===== src/rtl/vert_cpld_pkg.sv =====
// rtl/vert_cpld_pkg.sv - shared constants and types for the motor command path
//
// Purpose: frame geometry, command word field positions, ack byte codes and the
// frame assembler state encoding shared by the dispatcher and its assembler.
package vert_cpld_pkg;

  localparam int FRAME_BYTES = 5;
  localparam int WORD_W      = 32;
  localparam int DIV_W       = 15;
  localparam int STEP_W      = 14;
  localparam int DIV_LSB     = 0;
  localparam int STEP_LSB    = 15;

  localparam logic [7:0] ACK_OK  = 8'h4B;  // 'K'
  localparam logic [7:0] ACK_IDX = 8'h49;  // 'I'
  localparam logic [7:0] ACK_OVF = 8'h4F;  // 'O'
  localparam logic [7:0] ACK_TMO = 8'h54;  // 'T'

  typedef enum logic [2:0] {
    ST_IDLE   = 3'd0,
    ST_B1     = 3'd1,
    ST_B2     = 3'd2,
    ST_B3     = 3'd3,
    ST_B4     = 3'd4,
    ST_COMMIT = 3'd5
  } asm_state_t;

endpackage


===== src/rtl/cmd_frame_assembler.sv =====
// rtl/cmd_frame_assembler.sv - assembles 5-byte command frames from UART bytes
//
// Purpose: detects new bytes on the rising edge of rx_ready, collects an index
// byte followed by a 32-bit word (LSB first), and flags frames whose bytes are
// spaced further apart than TIMEOUT_CYCLES.
// Ports:
//   CLK, rst_n   clock, async active-low reset
//   rx_data      received byte
//   rx_ready     receiver data-ready level
//   frame_valid  high for the single COMMIT cycle
//   frame_index  index byte of the frame being committed
//   frame_word   assembled 32-bit command word
//   timeout      1-cycle pulse when a partial frame is dropped
module cmd_frame_assembler
  import vert_cpld_pkg::*;
#(
  parameter int TIMEOUT_CYCLES = 240000
) (
  input  logic              CLK,
  input  logic              rst_n,
  input  logic [7:0]        rx_data,
  input  logic              rx_ready,
  output logic              frame_valid,
  output logic [7:0]        frame_index,
  output logic [WORD_W-1:0] frame_word,
  output logic              timeout
);

  localparam int CNT_W = $clog2(TIMEOUT_CYCLES + 1);

  asm_state_t        state_q, state_d;
  logic              rx_ready_q, rx_ready_d;
  logic [CNT_W-1:0]  cnt_q, cnt_d;
  logic [7:0]        index_q, index_d;
  logic [WORD_W-1:0] word_q, word_d;
  logic              valid_q, valid_d;
  logic              timeout_q, timeout_d;
  logic              byte_stb;

  always_comb begin
    rx_ready_d = rx_ready;
    byte_stb   = rx_ready & ~rx_ready_q;
    state_d    = state_q;
    cnt_d      = '0;
    index_d    = index_q;
    word_d     = word_q;
    timeout_d  = 1'b0;
    case (state_q)
      ST_IDLE: begin
        if (byte_stb) begin
          index_d = rx_data;
          state_d = ST_B1;
        end
      end
      ST_B1, ST_B2, ST_B3, ST_B4: begin
        if (cnt_q == CNT_W'(TIMEOUT_CYCLES)) begin
          // Gap expired: drop the partial frame; a byte landing now starts a new one.
          timeout_d = 1'b1;
          state_d   = ST_IDLE;
          if (byte_stb) begin
            index_d = rx_data;
            state_d = ST_B1;
          end
        end else if (byte_stb) begin
          word_d = {rx_data, word_q[WORD_W-1:8]};
          case (state_q)
            ST_B1:   state_d = ST_B2;
            ST_B2:   state_d = ST_B3;
            ST_B3:   state_d = ST_B4;
            default: state_d = ST_COMMIT;
          endcase
        end else begin
          cnt_d = cnt_q + CNT_W'(1);
        end
      end
      ST_COMMIT: state_d = ST_IDLE;
      default:   state_d = ST_IDLE;
    endcase
    valid_d = (state_d == ST_COMMIT);
  end

  always_ff @(posedge CLK or negedge rst_n) begin
    if (!rst_n) begin
      state_q    <= ST_IDLE;
      rx_ready_q <= 1'b0;
      cnt_q      <= '0;
      index_q    <= '0;
      word_q     <= '0;
      valid_q    <= 1'b0;
      timeout_q  <= 1'b0;
    end else begin
      state_q    <= state_d;
      rx_ready_q <= rx_ready_d;
      cnt_q      <= cnt_d;
      index_q    <= index_d;
      word_q     <= word_d;
      valid_q    <= valid_d;
      timeout_q  <= timeout_d;
    end
  end

  assign frame_valid = valid_q;
  assign frame_index = index_q;
  assign frame_word  = word_q;
  assign timeout     = timeout_q;

endmodule


===== src/rtl/motor_cmd_dispatcher.sv =====
// rtl/motor_cmd_dispatcher.sv - routes UART command frames to per-motor holding registers
//
// Purpose: holds one pending command per motor and loads it into the motor's
// divider/steps outputs once that motor is idle; reports bad-index, overflow
// and timeout errors. Defining CMD_ACK_EN adds a one-entry ack byte queue
// (tx_data/tx_start/tx_busy) answering every frame outcome.
// Ports:
//   CLK, rst_n     clock, async active-low reset
//   rx_data/ready  byte and data-ready level from the UART receiver
//   mot_active     per-motor busy flags
//   mot_divider    per-motor divider, motor i at [15*i +: 15]
//   mot_steps      per-motor step count, motor i at [14*i +: 14]
//   mot_load       per-motor 1-cycle load strobe
//   pending        per-motor holding register occupied
//   err_index      1-cycle pulse: frame index out of range
//   err_overflow   1-cycle pulse: frame hit an occupied holding register
//   err_timeout    1-cycle pulse: inter-byte gap exceeded
//   tx_data/tx_start/tx_busy  ack byte interface (CMD_ACK_EN only)
module motor_cmd_dispatcher
  import vert_cpld_pkg::*;
#(
  parameter int NUM_MOTORS     = 10,
  parameter int TIMEOUT_CYCLES = 240000
) (
  input  logic                        CLK,
  input  logic                        rst_n,
  input  logic [7:0]                  rx_data,
  input  logic                        rx_ready,
  input  logic [NUM_MOTORS-1:0]       mot_active,
  output logic [NUM_MOTORS*DIV_W-1:0] mot_divider,
  output logic [NUM_MOTORS*STEP_W-1:0] mot_steps,
  output logic [NUM_MOTORS-1:0]       mot_load,
  output logic [NUM_MOTORS-1:0]       pending,
  output logic                        err_index,
  output logic                        err_overflow,
  output logic                        err_timeout
`ifdef CMD_ACK_EN
  ,
  output logic [7:0]                  tx_data,
  output logic                        tx_start,
  input  logic                        tx_busy
`endif
);

  logic              frame_valid;
  logic [7:0]        frame_index;
  logic [WORD_W-1:0] frame_word;
  logic              asm_timeout;

  cmd_frame_assembler #(
    .TIMEOUT_CYCLES(TIMEOUT_CYCLES)
  ) u_asm (
    .CLK         (CLK),
    .rst_n       (rst_n),
    .rx_data     (rx_data),
    .rx_ready    (rx_ready),
    .frame_valid (frame_valid),
    .frame_index (frame_index),
    .frame_word  (frame_word),
    .timeout     (asm_timeout)
  );

  logic [NUM_MOTORS-1:0]        mot_active_q, mot_active_d;
  logic [NUM_MOTORS-1:0]        pending_q, pending_d;
  logic [NUM_MOTORS-1:0]        armed_q, armed_d;
  logic [NUM_MOTORS-1:0]        mot_load_q, mot_load_d;
  logic [NUM_MOTORS-1:0]        load_now, commit_hit;
  logic [DIV_W-1:0]             hold_div_q [NUM_MOTORS];
  logic [DIV_W-1:0]             hold_div_d [NUM_MOTORS];
  logic [STEP_W-1:0]            hold_steps_q [NUM_MOTORS];
  logic [STEP_W-1:0]            hold_steps_d [NUM_MOTORS];
  logic [NUM_MOTORS*DIV_W-1:0]  mot_divider_q, mot_divider_d;
  logic [NUM_MOTORS*STEP_W-1:0] mot_steps_q, mot_steps_d;
  logic                         err_index_q, err_index_d;
  logic                         err_overflow_q, err_overflow_d;
  logic                         err_timeout_q, err_timeout_d;
  logic                         idx_bad, ovf_hit;
  logic [DIV_W-1:0]             new_div;
  logic [STEP_W-1:0]            new_steps;
  logic                         word_unused;

  assign word_unused = ^frame_word[WORD_W-1:STEP_LSB+STEP_W];

  always_comb begin
    new_div       = frame_word[DIV_LSB +: DIV_W];
    new_steps     = frame_word[STEP_LSB +: STEP_W];
    mot_active_d  = mot_active;
    // A motor is loaded only once per busy/idle cycle: armed blocks reloads
    // until the motor has been seen active after the previous load.
    load_now      = pending_q & ~mot_active_q & ~armed_q;
    mot_load_d    = load_now;
    mot_divider_d = mot_divider_q;
    mot_steps_d   = mot_steps_q;
    pending_d     = pending_q & ~load_now;
    armed_d       = armed_q;
    commit_hit    = '0;
    ovf_hit       = 1'b0;
    for (int i = 0; i < NUM_MOTORS; i++) begin
      hold_div_d[i]   = hold_div_q[i];
      hold_steps_d[i] = hold_steps_q[i];
      commit_hit[i]   = frame_valid && (frame_index == 8'(i));
      if (load_now[i]) begin
        mot_divider_d[DIV_W*i +: DIV_W]  = hold_div_q[i];
        mot_steps_d[STEP_W*i +: STEP_W]  = hold_steps_q[i];
        armed_d[i]                       = 1'b1;
      end else if (mot_active_q[i]) begin
        armed_d[i] = 1'b0;
      end
      if (commit_hit[i]) begin
        // A load draining the register this same cycle frees it for the commit.
        if (pending_q[i] && !load_now[i]) begin
          ovf_hit = 1'b1;
        end else begin
          hold_div_d[i]   = new_div;
          hold_steps_d[i] = new_steps;
          pending_d[i]    = 1'b1;
        end
      end
    end
    idx_bad        = frame_valid && (commit_hit == '0);
    err_index_d    = idx_bad;
    err_overflow_d = ovf_hit;
    err_timeout_d  = asm_timeout;
  end

  always_ff @(posedge CLK or negedge rst_n) begin
    if (!rst_n) begin
      mot_active_q   <= '0;
      pending_q      <= '0;
      armed_q        <= '0;
      mot_load_q     <= '0;
      mot_divider_q  <= '0;
      mot_steps_q    <= '0;
      err_index_q    <= 1'b0;
      err_overflow_q <= 1'b0;
      err_timeout_q  <= 1'b0;
      for (int i = 0; i < NUM_MOTORS; i++) begin
        hold_div_q[i]   <= '0;
        hold_steps_q[i] <= '0;
      end
    end else begin
      mot_active_q   <= mot_active_d;
      pending_q      <= pending_d;
      armed_q        <= armed_d;
      mot_load_q     <= mot_load_d;
      mot_divider_q  <= mot_divider_d;
      mot_steps_q    <= mot_steps_d;
      err_index_q    <= err_index_d;
      err_overflow_q <= err_overflow_d;
      err_timeout_q  <= err_timeout_d;
      for (int i = 0; i < NUM_MOTORS; i++) begin
        hold_div_q[i]   <= hold_div_d[i];
        hold_steps_q[i] <= hold_steps_d[i];
      end
    end
  end

  assign mot_divider  = mot_divider_q;
  assign mot_steps    = mot_steps_q;
  assign mot_load     = mot_load_q;
  assign pending      = pending_q;
  assign err_index    = err_index_q;
  assign err_overflow = err_overflow_q;
  assign err_timeout  = err_timeout_q;

`ifdef CMD_ACK_EN
  logic       ack_full_q, ack_full_d;
  logic [7:0] ack_byte_q, ack_byte_d;
  logic [7:0] tx_data_q, tx_data_d;
  logic       tx_start_q, tx_start_d;
  logic       ack_new;
  logic [7:0] ack_code;

  always_comb begin
    ack_new  = 1'b0;
    ack_code = ACK_OK;
    if (asm_timeout) begin
      ack_new  = 1'b1;
      ack_code = ACK_TMO;
    end else if (frame_valid) begin
      ack_new  = 1'b1;
      ack_code = idx_bad ? ACK_IDX : (ovf_hit ? ACK_OVF : ACK_OK);
    end
    ack_full_d = ack_full_q;
    ack_byte_d = ack_byte_q;
    tx_data_d  = tx_data_q;
    tx_start_d = 1'b0;
    if (ack_full_q && !tx_busy) begin
      tx_start_d = 1'b1;
      tx_data_d  = ack_byte_q;
      ack_full_d = 1'b0;
    end
    // Newest outcome wins if the single slot is still occupied.
    if (ack_new) begin
      ack_full_d = 1'b1;
      ack_byte_d = ack_code;
    end
  end

  always_ff @(posedge CLK or negedge rst_n) begin
    if (!rst_n) begin
      ack_full_q <= 1'b0;
      ack_byte_q <= '0;
      tx_data_q  <= '0;
      tx_start_q <= 1'b0;
    end else begin
      ack_full_q <= ack_full_d;
      ack_byte_q <= ack_byte_d;
      tx_data_q  <= tx_data_d;
      tx_start_q <= tx_start_d;
    end
  end

  assign tx_data  = tx_data_q;
  assign tx_start = tx_start_q;
`endif

endmodule


===== config.mk =====
export PLATFORM = sky130hd
export DESIGN_NAME = motor_cmd_dispatcher
export DESIGN_NICKNAME = d
export VERILOG_FILES = /design/src/rtl/vert_cpld_pkg.sv /design/src/rtl/cmd_frame_assembler.sv /design/src/rtl/motor_cmd_dispatcher.sv
export SDC_FILE = /design/constraint.sdc
export NUM_CORES = 1
export LEC_CHECK = 0
export CORE_MARGIN = 4
export CORE_UTILIZATION = 33
export DETAILED_ROUTE_END_ITERATION = 8
export SLEW_MARGIN = 20
export SYNTH_ARGS = -nofsm -noshare
export SYNTH_HDL_FRONTEND = slang
export SYNTH_SLANG_ARGS = --single-unit

===== constraint.sdc =====
create_clock -name CLK -period 2.2 [get_ports CLK]
set_input_delay 0.44 -clock CLK [delete_from_list [all_inputs] [get_ports CLK]]
set_output_delay 0.44 -clock CLK [all_outputs]
set_load 0.005 [all_outputs]

==> results by group <==
Outcome
  • Status: completed

Pwr
  • Max rail drop VDD: between 0.5 and 0.6 mV
  • Seq pwr share: 50.7%
  • Switching share of power: a little over a quarter
  • P per Cell Area: roughly 870 mW/mm^2
  • Combinational fraction of design power: under 10%
  • Internal cell power: between 20 and 25 mW
  • Switching power: ~7.7 mW
  • Pleak: ~16 nW
  • Clock power frac: 44.4%

Yosys
  • Mapped Avg Cell Area: 16.2 sq um
  • Main synth FF type: dfrtp_1
  • Synth warn: 0
  • Post-synth EDFFs: 0
  • Synth area leaders: dfrtp_1 (67%), mux2_2 (25%), mux2_4 (1.0%)
  • Sequential fraction of the synthesis area: about 67%
  • Top-area cell type share of the netlist area: about 67%
  • FF+latch count, synth: about 690
  • Post-synth top area cell: dfrtp_1
  • Cell variety after synth: 53
  • Synthesized net count: 1620
  • Synthesized area: between 0.02 and 0.03 sq mm
  • Async SR Flop Fraction: 100%
  • Post-Syn Instances: 1597

Global routing
  • Total Routing Usage GR: between 10% and 20%
  • GRT overflow: 0
  • Vias in the first global route: approximately 16000
  • Global-route wire length before repair: around 110000 um
  • Initial antenna violation count: 5
  • Largest net degree at the start of global routing: 74

Worst setup path
  • Worst Setup SP: u_asm.frame_index[5]
  • Crit path DAT: about 2600 ps
  • Crit path max fanout: 14
  • R2R depth: 5
  • Worst Setup EP: hold_div_q[119]
  • Reg-to-reg endpoint: hold_div_q[119]
  • Critical Path Source Type: flop
  • Worst setup path class: reg2reg
  • R2R Path Start: u_asm.frame_index[5]
  • Crit end category: flop
  • Req. time, crit path: roughly 2700 ps
  • R2R setup slack: 60 ps

Detailed routing
  • M1 WL: 32700 um
  • Met3 WL: about 4500 um
  • Vias/cell: 4.82
  • Post-DRT Antenna Nets: 0
  • Drt pass-1 iters: 5
  • Drt first-iter violations: between 700 and 800
  • Detailed-route wire length per cell: ~24 um
  • Routed WL: ~74000 um
  • Met2 Wirelength: ~35000 um
  • # DRC: 0
  • Highest Signal Layer: met5
  • Vias after detailed routing: roughly 15000

Timing
  • FMAX: roughly 470 MHz
  • Setup Viol. Count Final: 0
  • Max Clock Skew: about 21 ps
  • RSZ-0062 raised after global routing: yes
  • Setup TNS: 0 ps
  • Hold Vio Cnt, Final: 0
  • Tightest Pin Transition: ~830 ps
  • Fin crit period: ~2100 ps
  • Fin. max-slew vios: 0
  • Max_slew headroom: roughly 45%
  • Final period util: a little over nine tenths

Layout
  • # fillers: approximately 7000
  • Synth-to-layout area growth: 30.8%
  • Final Instance Area: roughly 0.034 sq mm
  • Register Area: about 0.017 sq mm
  • Fraction of layout cells with a size suffix above 1: between 40% and 50%
  • Area of the multi-input gates: just over 0.008 sq mm
  • # nets final: roughly 2000

Clocking
  • Skew-Pair Late Insertion Delay: 610 ps
  • CTS clk-pin slew, worst paths: roughly 60 ps
  • Bufs on Longest Clock Path: 3
  • Total CTS buffers: 77
  • CTS tree: yes
  • Max H-tree Level: 3
  • CTS Sinks: about 700
  • Clk root buf: clkbuf_16

Placed design
  • Detailed Place HPWL: 49700 um
  • PortBufs: 333
  • DP Area: between 0.03 and 0.04 sq mm
  • Final GP Congestion: approximately 0.78

Min path
  • HP Class: in2async

Die
  • CORE AREA: between 0.07 and 0.08 sq mm
  • Total die area: approximately 0.083 sq mm
  • Initial Utilization: between 30% and 40%
  • FP Rows: around 100
  • Die height: roughly 290 um
  • IO Pins: 334
  • Width of the die: roughly 290 um

Job
  • Max Cap Viol: 0
==> cell usage in the layout, fill, tap and decap left out, types with 4 or more instances in the layout <==
cell type and n:
clkbuf_16 80, buf_12 25, xnor2_1 8, nand4_1 9
mux2_4 18, clkdlybuf4s50_1 332, nand3_1 9, bufinv_16 8
a21oi_1 6, nand3_2 6, inv_6 4, clkinv_2 10
nand2_1 14, xor2_1 4, dfrtp_1 687, mux2_1 20
buf_4 73, mux2_2 582, clkbuf_8 10, nor3_1 7
o21ai_0 19, nor3b_2 11, clkbuf_1 16, nand3b_1 5
inv_1 7, nor4_1 6, nor2_1 40, and3_1 5
==> through the flow <==
| step | utilization (%) | power [mW] | hold slack (ps) | cells | worst slack (ps) |
|---|---|---|---|---|---|
| 2_1_floorplan | - | 14.9 | 144 | 1597 | 151 |
| 3_3_place_gp | 40.1 | 16.6 | 303 | 2969 | -263 |
| 3_5_place_dp | 40.1 | 16.7 | 304 | 2969 | -330 |
| 4_1_cts | 43.5 | 30.0 | 228 | 3107 | 7.31 |
| 5_1_grt | 43.6 | 30.7 | 271 | 3109 | -23.2 |
| 6_report | 43.6 | 29.5 | 277 | 3110 | 60.1 |
==> per-layer routing <==
| metal | vias to the layer above | global-route usage (%) |
|---|---|---|
| met1 | 7995 | 24.6 |
| li1 | 6504 | - |
| met5 | - | 0 |
| met4 | 2 | 4.63 |
| met3 | 80 | 3.70 |
| met2 | 399 | 28.8 |
==> cell type report <==
| cell class | instances | share of cell area, % |
|---|---|---|
| flip-flops and latches | 687 | 50.9 |
| multi-input cells | 809 | 24.6 |
| repair buffers | 432 | 13.0 |
| clock buffers | 106 | 6.51 |
| well taps | 1040 | 3.85 |
| clock inverters | 27 | 1.11 |
| inverters | 7 | 0.0777 |
| diodes | 2 | 0.0148 |
==> Yosys cell counts, types with 9 or more instances <==
| library cell | instances |
|---|---|
| nor2_1 | 40 |
| mux2_2 | 582 |
| dfrtp_1 | 687 |
| o21ai_0 | 19 |
| mux2_1 | 20 |
| mux2_4 | 18 |
| nand2_1 | 14 |
| nor3b_1 | 11 |
| clkbuf_1 | 69 |
| nand3_1 | 15 |
| nand4_1 | 9 |
| buf_2 | 13 |
==> sequential cells by signal (all words and copies together), names as in the netlist, 3 cells and up <==
signal,count
mot_steps,140
mot_active_q,10
u_asm.state_q,3
mot_divider,150
u_asm.frame_word,32
u_asm.cnt_q,18
hold_div_q,150
pending,10
mot_load,10
u_asm.frame_index,8
armed_q,10
hold_steps_q,140
==> worst max-delay path, stage by stage, from the launching register on <==
cell and delay (ps):
dfrtp_1 400, or4_4 590, nor2_1 160, nand4_1 250
buf_4 320, mux2_2 290
==> kinds of logic after synthesis <==
| family | after synthesis | share of synthesized area (%) |
|---|---|---|
| adder cells (fa/ha/maj) | 2 | 0.0968 |
| AND/OR/NAND/NOR | 132 | 2.84 |
| flip-flops | 687 | 66.5 |
| multiplexers | 621 | 27.3 |
| AO/OA/AOI/OAI | 41 | 0.993 |
| buffers and inverters | 102 | 1.82 |
| XOR/XNOR | 12 | 0.407 |
==> worst min-delay path by stage <==
stage / start / to / slack (ps) / depth (start not counted)
after CTS: rst_n / mot_steps[90] / 230 / 2
after global routing: rst_n / mot_steps[7] / 270 / 2
final: rst_n / mot_steps[7] / 280 / 2
after floorplan: rst_n / armed_q[0] / 140 / 0
after detailed placement: rst_n / hold_steps_q[47] / 300 / 1
after global placement: rst_n / mot_steps[7] / 300 / 1
==> timing repair <==
action,4_1_cts,5_1_grt
hold endpoints to repair,225,0
setup buffers,3,1
resized for setup,1,1
hold buffers,1,0
setup endpoints to repair,32,114
gates cloned,1,0
pin swaps,2,1
==> power groups by stage <==
| stage | Sequential [mW] | Clock, mW | Combinational (mW) |
|---|---|---|---|
| detailed placement | 15.3 | 0 | 1.43 |
| global route | 15.1 | 14.0 | 1.61 |
| CTS | 15.0 | 13.5 | 1.47 |
| finish | 15.0 | 13.1 | 1.45 |
| floorplan | 13.6 | 0 | 1.33 |
| global placement | 15.2 | 0 | 1.39 |
Note: power is estimated with default switching activity, not from simulation.
